## src/rtl/staff_fb_write_arbiter_pkg.sv

```systemverilog
// Shared types and frame-buffer geometry for the staff frame-buffer write arbiter.
package fb_arb_pkg;

   typedef enum logic [1:0] {
      ST_IDLE,
      ST_SERVE,
      ST_CLEAR
   } arb_state_t;

   localparam int          FB_WIDTH    = 320;
   localparam int          FB_HEIGHT   = 180;
   localparam int          FB_DEPTH    = FB_WIDTH * FB_HEIGHT;
   localparam logic [15:0] CLEAR_COLOR = 16'h00FF;

endpackage

```

## src/rtl/staff_fb_write_arbiter_picker.sv

```systemverilog
// Combinational round-robin picker: first valid index at or after ptr, as one-hot and index.
module rr_priority_picker #(
   parameter int N = 3,
   parameter int W = (N > 1) ? $clog2(N) : 1
) (
   input  logic [N-1:0] valid,
   input  logic [W-1:0] ptr,
   output logic [N-1:0] onehot,
   output logic [W-1:0] idx
);

   int k;

   // Scan from the far end so the closest candidate to ptr is written last and wins.
   always_comb begin
      onehot = '0;
      idx    = '0;
      k      = 0;
      for (int i = N - 1; i >= 0; i--) begin
         k = int'(ptr) + i;
         if (k >= N) k = k - N;
         if (valid[k]) begin
            onehot    = '0;
            onehot[k] = 1'b1;
            idx       = W'(k);
         end
      end
   end

endmodule

```

## src/rtl/staff_fb_write_arbiter.sv

```systemverilog
// Shares the staff frame-buffer write port between pixel producers with burst-locked
// round-robin arbitration and a built-in full-screen clear sequencer.
module staff_fb_write_arbiter #(
   parameter int                NUM_REQ     = 3,
   parameter int                ADDR_W      = 16,
   parameter int                DATA_W      = 16,
   parameter int                FB_DEPTH    = fb_arb_pkg::FB_DEPTH,
   parameter logic [DATA_W-1:0] CLEAR_COLOR = DATA_W'(fb_arb_pkg::CLEAR_COLOR),
   localparam int               GW          = (NUM_REQ > 1) ? $clog2(NUM_REQ) : 1
) (
   input  logic                           clk_in,
   input  logic                           rst_in,
   input  logic [NUM_REQ-1:0]             req_valid_in,
   input  logic [NUM_REQ-1:0]             req_last_in,
   input  logic [NUM_REQ-1:0][ADDR_W-1:0] req_addr_in,
   input  logic [NUM_REQ-1:0][DATA_W-1:0] req_data_in,
   output logic [NUM_REQ-1:0]             req_ready_out,
   input  logic                           clear_req_in,
   output logic                           clear_busy_out,
   output logic                           clear_done_out,
   output logic                           fb_we_out,
   output logic [ADDR_W-1:0]              fb_addr_out,
   output logic [DATA_W-1:0]              fb_data_out,
   output logic [GW-1:0]                  grant_out,
   output logic                           drop_flag_out
);

   import fb_arb_pkg::*;

   localparam logic [ADDR_W:0]   DEPTH_X   = (ADDR_W + 1)'(FB_DEPTH);
   localparam logic [ADDR_W-1:0] LAST_ADDR = ADDR_W'(FB_DEPTH - 1);
   localparam logic [GW-1:0]     LAST_REQ  = GW'(NUM_REQ - 1);

   arb_state_t         state;
   logic [GW-1:0]      rr_ptr;
   logic               pending;
   logic [ADDR_W-1:0]  clr_cnt;
   logic [NUM_REQ-1:0] pick_onehot;
   logic [GW-1:0]      pick_idx;
   logic               accept, accept_last, in_range, clear_now;

   rr_priority_picker #(.N(NUM_REQ), .W(GW)) u_pick (
      .valid  (req_valid_in),
      .ptr    (rr_ptr),
      .onehot (pick_onehot),
      .idx    (pick_idx)
   );

   always_comb begin
      req_ready_out = '0;
      if (state == ST_SERVE) req_ready_out[grant_out] = 1'b1;
   end

   assign accept         = (state == ST_SERVE) && req_valid_in[grant_out];
   assign accept_last    = accept && req_last_in[grant_out];
   assign in_range       = {1'b0, req_addr_in[grant_out]} < DEPTH_X;
   assign clear_now      = pending | clear_req_in;
   assign clear_busy_out = pending | (state == ST_CLEAR);

   always_ff @(posedge clk_in) begin
      if (rst_in) begin
         state          <= ST_IDLE;
         rr_ptr         <= '0;
         grant_out      <= '0;
         pending        <= 1'b0;
         clr_cnt        <= '0;
         fb_we_out      <= 1'b0;
         fb_addr_out    <= '0;
         fb_data_out    <= '0;
         clear_done_out <= 1'b0;
         drop_flag_out  <= 1'b0;
      end else begin
         fb_we_out      <= 1'b0;
         clear_done_out <= 1'b0;
         if (state != ST_CLEAR && clear_req_in) pending <= 1'b1;
         case (state)
            ST_IDLE: begin
               if (clear_now) begin
                  state   <= ST_CLEAR;
                  pending <= 1'b0;
                  clr_cnt <= '0;
               end else if (|pick_onehot) begin
                  grant_out <= pick_idx;
                  state     <= ST_SERVE;
               end
            end
            ST_SERVE: begin
               if (accept) begin
                  fb_addr_out <= req_addr_in[grant_out];
                  fb_data_out <= req_data_in[grant_out];
                  fb_we_out   <= in_range;
                  if (!in_range) drop_flag_out <= 1'b1;
               end
               if (accept_last) begin
                  rr_ptr <= (grant_out == LAST_REQ) ? '0 : grant_out + 1'b1;
                  if (clear_now) begin
                     state   <= ST_CLEAR;
                     pending <= 1'b0;
                     clr_cnt <= '0;
                  end else begin
                     state <= ST_IDLE;
                  end
               end
            end
            ST_CLEAR: begin
               // Stay one extra cycle while the final write is on the port so busy covers done.
               if (clear_done_out) begin
                  state <= ST_IDLE;
               end else begin
                  fb_we_out   <= 1'b1;
                  fb_addr_out <= clr_cnt;
                  fb_data_out <= CLEAR_COLOR;
                  if (clr_cnt == LAST_ADDR) clear_done_out <= 1'b1;
                  else                      clr_cnt        <= clr_cnt + 1'b1;
               end
            end
            default: state <= ST_IDLE;
         endcase
      end
   end

endmodule

```

## config.mk

```make
export PLATFORM = sky130hd
export DESIGN_NAME = staff_fb_write_arbiter
export DESIGN_NICKNAME = d
export VERILOG_FILES = /design/src/rtl/staff_fb_write_arbiter_pkg.sv /design/src/rtl/staff_fb_write_arbiter_picker.sv /design/src/rtl/staff_fb_write_arbiter.sv
export SDC_FILE = /design/constraint.sdc
export NUM_CORES = 1
export LEC_CHECK = 0
export CAP_MARGIN = 5
export CORE_MARGIN = 1.5
export CORE_UTILIZATION = 40
export CTS_CLUSTER_SIZE = 20
export DETAILED_ROUTE_END_ITERATION = 12
export GPL_TIMING_DRIVEN = 0
export HOLD_SLACK_MARGIN = 0.1
export PLACE_DENSITY = 0.85
export SYNTH_ARGS = -nofsm -noshare
export SYNTH_HDL_FRONTEND = slang
export SYNTH_SLANG_ARGS = --single-unit
```

## constraint.sdc

```tcl
create_clock -name clk_in -period 6.2 [get_ports clk_in]
set_input_delay 1.24 -clock clk_in [delete_from_list [all_inputs] [get_ports clk_in]]
set_output_delay 1.24 -clock clk_in [all_outputs]
set_load 0.05 [all_outputs]
```

==> key figures, run 1 <==
Status
  • Status: finished clean

Setup path
  • Crit. End Element: output port
  • Arr. time, crit path: 3230 ps
  • CP most frequent cell: clkbuf_1
  • Crit path largest cell delay: 810 ps
  • Worst Path Class, Setup: register to output port
  • Worst path buffer plus inverter count: 6
  • Critical Path Slowest Stage Cell: clkdlybuf4s50_1
  • Critical path, cell by cell: inv_1, ha_1, buf_6, buf_2, clkbuf_1, clkbuf_1, or2_2, clkdlybuf4s50_1
  • Critical path fanouts, max: 10
  • Worst Path Required: 4960 ps
  • Critical path startpoint category: register
  • Cell family with most CP delay: buffers and inverters

Clock tree
  • Total setup buffers inserted after CTS: 0
  • Cts hold-fix bufs: 0
  • Clock sinks: 58
  • Cts repair resizes: 0
  • Worst-skew pair later-pin latency: 340 ps
  • H-tree depth: 3
  • CTS buffer count: 9
  • CTS tree: done
  • CTS Root Cell: clkbuf_8
  • Clock transition at path regs: around 70 ps
  • CTS max path bufs: 2

Cells and area
  • Area Overhead vs Synth: 47.97%
  • Final Cell Area: between 5000 and 6000 µm²
  • Layout net count: ~760
  • Multi-input gate area: 2426 µm²
  • Ant. Diodes: 0
  • FF+latch area: 1161 µm²
  • Fillers: ~800
  • Layout cells sized above 1: 7.585%

Placement
  • IO buf count: 144
  • Post-DP HPWL: 10310 µm
  • Final Wtd Congestion: 0.9366
  • Placed cell area: 5429 µm²

Floorplanning
  • Top Ports: 146
  • Die Height: 100.8 µm
  • Total die area: 10160 µm²
  • Row cnt: 35
  • Die width: about 100 µm
  • Placeable Area: 9240 µm²
  • Starting Density: roughly two fifths

Synth
  • Mapped Area: ~3800 µm²
  • Synthesis Warnings: 0
  • Simple-gate share of the synthesized area: 20.90%
  • Syn nets: 600
  • Sequential fraction of the synthesis area: 30.35%
  • Post-synth EDFFs: 0
  • Asr flop ratio synth: 0%
  • Netlist cell types: 50
  • Syn avg cell area: just under 8 µm²
  • Post-synthesis mux area share: between 10% and 20%
  • FF+latch count, synth: between 50 and 60
  • Main synth FF type: dfxtp_1
  • Largest family of logic cells by synthesized area: compound AO/OA/AOI/OAI gates
  • Complex-gate fraction of the synthesized area: 28.25%
  • Synthesized instance count: approximately 490
  • Synth Area in Adders: 2.943%
  • XOR/XNOR share of the synthesized area: 0%

Global routing
  • Initial antenna violation count: 0
  • GRT overflow: 0
  • Total track usage: a little over a quarter
  • Vias in the first global route: 4365
  • Largest net degree at the start of global routing: 11
  • First-pass GRT wire length: 20870 µm

Routing
  • Via density: 5.757
  • Pre-Repair DR Iteration Count: 5
  • DRT iter0 DRCs: 291
  • Remaining design rule violation count: 0
  • Vias: 4462
  • WL final: between 10000 and 15000 µm
  • DRT antenna net count: 0
  • Average wire per standard cell: 17.24 µm

Timing
  • RSZ-0062 raised after global routing: no
  • Clk_skew: around 5 ps
  • Min Clock Period, post-route: 4466 ps
  • Count of final setup violators: 0
  • Tcrit/Tclk final: between 70% and 80%
  • Setup TNS: 0 ps
  • Final max-slew violation count: 0
  • Slew headroom: 54.29%
  • Max Fclk: ~220 MHz
  • Worst Tran Pin Value: roughly 700 ps
  • Hold Violations, Final: 0

Pwr
  • Worst vdd ir: 0.2424 mV
  • P_leak: 1.901 nW
  • Cell Pwr Density: 322.6 nW/µm²

Hold path
  • HP Class: register to register

Flow run
  • Maxcap violations: 0
==> final timing paths <==
kind | from | endpoint | slack, ps | cells past startpoint
setup / recovery | state[0] | clear_busy_out | 1730 | 8
hold / removal | fb_addr_out[10] | fb_addr_out[10] | 480 | 2
setup reg to reg | state[0] | clr_cnt[7] | 3870 | 10
hold reg to reg | fb_addr_out[10] | fb_addr_out[10] | 480 | 2
==> cell type report <==
cell class                      instances  share of cell area, %
Inverter                               10                 0.6630
Timing Repair Buffer                  144                  25.46
Clock inverter                          6                  1.856
Buffer                                 43                  3.558
Tap cell                              129                  2.851
Clock buffer                           10                  2.254
Sequential cell                        58                  20.51
Multi-Input combinational cell        375                  42.85
==> flip-flops by register name (all words and copies together) (netlist names) <==
name,flops
rr_ptr,2
state,2
clear_done_out,1
drop_flag_out,1
clr_cnt,16
grant_out,2
pending,1
fb_we_out,1
fb_data_out,16
fb_addr_out,16
==> logic make-up after synthesis <==
| kind of cell | after synthesis |
|---|---|
| buffers and inverters | 53 |
| and+or+nand+nor | 149 |
| muxes | 43 |
| AOI/OAI and AO/OA | 174 |
| adders and majority gates | 9 |
| DFF | 58 |
==> per-stage QoR <==
stage | setup slack, ps | instances | total power [mW] | utilization [%] | hold slack (ps)
2_1_floorplan | 2390 | 486 | 1.083 | - | 454.9
3_3_place_gp | 2189 | 759 | 1.377 | 58.75 | 461.6
3_5_place_dp | 2137 | 759 | 1.397 | 58.75 | 469.0
4_1_cts | 1765 | 775 | 1.815 | 61.27 | 481.1
5_1_grt | 1597 | 775 | 1.904 | 61.27 | 507.4
6_report | 1734 | 775 | 1.827 | 61.27 | 480.9
==> cell usage in the layout, fill, tap and decap left out, types with 17 or more instances in the layout <==
cell	instances
clkdlybuf4s50_1	144
nand3_1	19
dfxtp_1	58
o21ai_0	55
a21oi_1	63
mux2i_1	41
buf_2	17
clkbuf_1	24
nand2_1	45
nor2_1	17
==> synthesized netlist by cell type, types with 8 or more instances <==
library cell | number | area, µm²
or4_1 | 13 | 97.59
nand2_1 | 45 | 168.9
mux2i_1 | 41 | 410.4
a21oi_1 | 63 | 315.3
nand2b_1 | 15 | 93.84
a211oi_1 | 9 | 67.56
clkbuf_1 | 23 | 86.33
dfxtp_1 | 58 | 1161
ha_1 | 9 | 112.6
nand3_1 | 19 | 95.09
buf_2 | 17 | 85.08
o31ai_1 | 13 | 97.59
a2bb2oi_1 | 8 | 70.07
nor2_1 | 17 | 63.81
o2111ai_1 | 9 | 78.83
o21ai_0 | 55 | 275.3
inv_1 | 10 | 37.54
==> worst min-delay path: cells and delay by family, from the launching register on <==
kind / cells / cell delay [ps]
AOI/OAI and AO/OA: 2 / 130
DFF: 1 / 310
==> report_power, final <==
part           leakage, nW  switching (mW)  internal, mW
combinational         1.31           0.578         0.344
clock                0.120           0.160         0.265
sequential           0.471          0.0412         0.439
==> routing by layer <==
metal | up-vias | global-route usage [%] | part of all wire [%]
met5 | - | 0 | 0
met4 | 0 | 12.35 | 4.0
met3 | 38 | 6.449 | 8.4
met2 | 229 | 44.39 | 47
met1 | 2081 | 31.11 | 40
li1 | 2114 | - | -
No activity file was read; power rests on OpenSTA's default activity.
==> run 2, diff against run 1 <==
==> constraint.sdc (replaced) <==
create_clock -name clk_in -period 4.6 [get_ports clk_in]
set_input_delay 0.92 -clock clk_in [delete_from_list [all_inputs] [get_ports clk_in]]
set_output_delay 0.92 -clock clk_in [all_outputs]
set_load 0.05 [all_outputs]
==> results of run 2 <==
The final DEF is identical to that of run 1. Status: finished clean.
Main changes from that run: setup slack after placement 2137 ps -> 856.9 ps; setup slack after layout 1734 ps -> 453.6 ps; register-to-register setup slack 3870 ps -> 2270 ps; total power 1.827 mW -> 2.462 mW; worst IR drop on VDD 0.2424 mV -> 0.3267 mV
==> run 3, diff against run 2 <==
--- a/config.mk
+++ b/config.mk
@@ -5,6 +5,7 @@
 export SDC_FILE = /design/constraint.sdc
 export NUM_CORES = 1
 export LEC_CHECK = 0
+export ABC_CLOCK_PERIOD_IN_PS = 4600
 export CAP_MARGIN = 5
 export CORE_MARGIN = 1.5
 export CORE_UTILIZATION = 40
@@ -12,7 +13,8 @@
 export DETAILED_ROUTE_END_ITERATION = 12
 export GPL_TIMING_DRIVEN = 0
 export HOLD_SLACK_MARGIN = 0.1
-export PLACE_DENSITY = 0.85
+export PLACE_DENSITY = 0.77
+export SLEW_MARGIN = 20
 export SYNTH_ARGS = -nofsm -noshare
 export SYNTH_HDL_FRONTEND = slang
 export SYNTH_SLANG_ARGS = --single-unit
==> run 3 against run 2 <==
Effect of this change:
- critical path depth unchanged
- clock skew up 1.6 ps
- final cell count decreased by 0.52%
- non-clock buffer count is the same
- combinational power hardly changed
- sequential cell count stayed put
- largest power group unchanged
==> key figures, run 3 (synthesis gave the netlist of run 1 again) <==
Setup path
  • CP most frequent cell: clkbuf_1
  • R2R setup slack: 2200 ps
  • Worst Path Required: between 3000 and 4000 ps
  • Critical path fanouts, max: 10
  • Crit path largest cell delay: 790 ps
  • Critical Path Slowest Stage Cell: clkdlybuf4s50_1
  • R2R depth: 10
  • Critical path startpoint category: register
  • Critical path, cell by cell: inv_1, ha_1, buf_6, buf_2, clkbuf_1, clkbuf_1, or2_2, clkdlybuf4s50_1
  • Worst path buffer plus inverter count: 6
  • Worst Path Class, Setup: register to output port
  • Cell family with most CP delay: buffers and inverters
  • RR Startpoint: state[1]
  • FF-to-FF End: clr_cnt[4]
  • Arr. time, crit path: 3220 ps
  • Crit. End Element: output port

Placement
  • Placed cell area: approximately 5400 µm²
  • Post-DP HPWL: 10290 µm
  • IO buf count: 144
  • Final Wtd Congestion: ~0.89

Hold path
  • WHS Endpoint: fb_data_out[15]
  • HP Class: register to register
  • Worst Min Path Start: fb_data_out[15]
  • Hold path cells: 2

Cells and area
  • Post-layout util: 60.34%
  • Final Cell Area: about 5600 µm²
  • Layout cells sized above 1: 7.009%
  • Ant. Diodes: 0
  • Most common cell after layout, fill and taps aside: clkdlybuf4s50_1
  • Fillers: between 800 and 900
  • Layout net count: about 760
  • Multi-input gate area: 2426 µm²
  • Commonest non-fill, non-tap cells in the layout: clkdlybuf4s50_1, a21oi_1, dfxtp_1
  • Top flop regs: clr_cnt x16, fb_addr_out x16, fb_data_out x16
  • FF+latch area: 1161 µm²
  • Area Overhead vs Synth: 45.72%

Pwr
  • Cell Pwr Density: 410.7 nW/µm²
  • Worst vdd ir: about 0.26 mV
  • Sequential share of power: 28.4%
  • Switching Share: 45.25%
  • P_leak: 1.858 nW
  • Psw: approximately 1.0 mW
  • Combinational power share: between 50% and 60%
  • Clk pwr share: between 10% and 20%
  • Int Pwr: 1.254 mW

Routing
  • Pre-Repair DR Iteration Count: 5
  • Remaining design rule violation count: 0
  • DRT antenna net count: 0
  • Vias: 4450
  • Average wire per standard cell: 17.28 µm
  • Via density: 5.772
  • WL final: 13320 µm
  • DRT iter0 DRCs: between 300 and 400

Timing
  • RSZ-0062 raised after global routing: no
  • Count of final setup violators: 0
  • Slew headroom: 51.00%
  • Worst Tran Pin Value: 724.8 ps
  • Tcrit/Tclk final: 89.97%
  • Min Clock Period, post-route: 4139 ps
  • Max Fclk: 241.6 MHz
  • Final max-slew violation count: 0
  • Hold Violations, Final: 0
  • Setup TNS: 0 ps
  • Clk_skew: approximately 6.6 ps

Clock tree
  • CTS max path bufs: 2
  • CTS Root Cell: clkbuf_8
  • Worst-skew pair later-pin latency: between 300 and 400 ps
  • Cts repair resizes: 0
  • Clock sinks: 58
  • H-tree depth: 3
  • CTS buffer count: 9
  • CTS tree: done
  • Cts hold-fix bufs: 0
  • Total setup buffers inserted after CTS: 0
  • Clock transition at path regs: 60 ps

Global routing
  • Total track usage: 26.32%
  • Initial antenna violation count: 0
  • Vias in the first global route: 4246
  • First-pass GRT wire length: 20940 µm
  • GRT overflow: 0
  • Largest net degree at the start of global routing: 11

Floorplanning
  • Die Height: 100.8 µm
  • Top Ports: 146
  • Row cnt: 35
  • Starting Density: 41.41%
  • Placeable Area: 9240 µm²
  • Total die area: 10160 µm²
  • Die width: about 100 µm

Status
  • Status: finished clean

Flow run
  • Maxcap violations: 0
==> run 3: cell types whose count changed in the layout (fill, tap and decap cells not counted) <==
cell,before,now
bufinv_16,3,0
clkbuf_8,9,10
clkinv_2,3,1
==> run 3: layer usage <==
| metal | vias to the layer above | global-route usage (%) | part of all wire, % |
|---|---|---|---|
| li1 | 2106 | - | - |
| met5 | - | 0 | 0 |
| met4 | 0 | 10.94 | 3.0 |
| met1 | 2051 | 32.91 | 40 |
| met2 | 261 | 43.09 | 47 |
| met3 | 32 | 6.657 | 9.4 |
==> run 3: power by group through the flow <==
stage	Sequential (mW)	Combinational (mW)	Clock [mW]
after floorplan	0.905	0.554	0
after global placement	0.655	1.21	0
after detailed placement	0.657	1.23	0
after CTS	0.649	1.24	0.391
after global routing	0.660	1.32	0.416
final	0.649	1.25	0.393
==> run 3: final cells by class <==
class                      instances  share of cell area [%]
multi-input combinational        375                   43.51
timing repair buffer             144                   25.85
sequential                        58                   20.83
buffer                            43                   3.613
tap                              129                   2.895
clock buffer                      11                   2.536
inverter                          10                  0.6732
clock inverter                     1                 0.08977
==> run 3: worst max path at each step <==
| stage | start | end | slack [ps] | depth (start not counted) |
|---|---|---|---|---|
| 3_3_place_gp | state[0] | clear_busy_out | 930 | 8 |
| 4_1_cts | state[0] | clear_busy_out | 500 | 8 |
| 3_5_place_dp | state[0] | clear_busy_out | 860 | 8 |
| 6_report | state[0] | clear_busy_out | 460 | 8 |
| 2_1_floorplan | grant_out[0] | req_ready_out[1] | 1110 | 4 |
| 5_1_grt | state[0] | clear_busy_out | 310 | 8 |
==> run 3: through the flow <==
stage                     hold slack, ps  instances  worst slack [ps]  power [mW]
after global placement             461.2        759             925.6       1.866
after global routing               498.9        771             305.0       2.401
after detailed placement           468.7        759             863.1       1.889
after CTS                          480.3        771             504.5       2.277
final                              483.0        771             461.3       2.290
after floorplan                    454.9        486              1110       1.459
==> run 3: worst register-to-register path, stage by stage (launching register included) <==
cell,delay [ps]
dfxtp_1,350
inv_1,100
ha_1,140
clkbuf_1,340
inv_1,210
a31o_4,280
o21ai_2,210
buf_6,170
buf_2,240
o31ai_1,120
a21oi_1,150
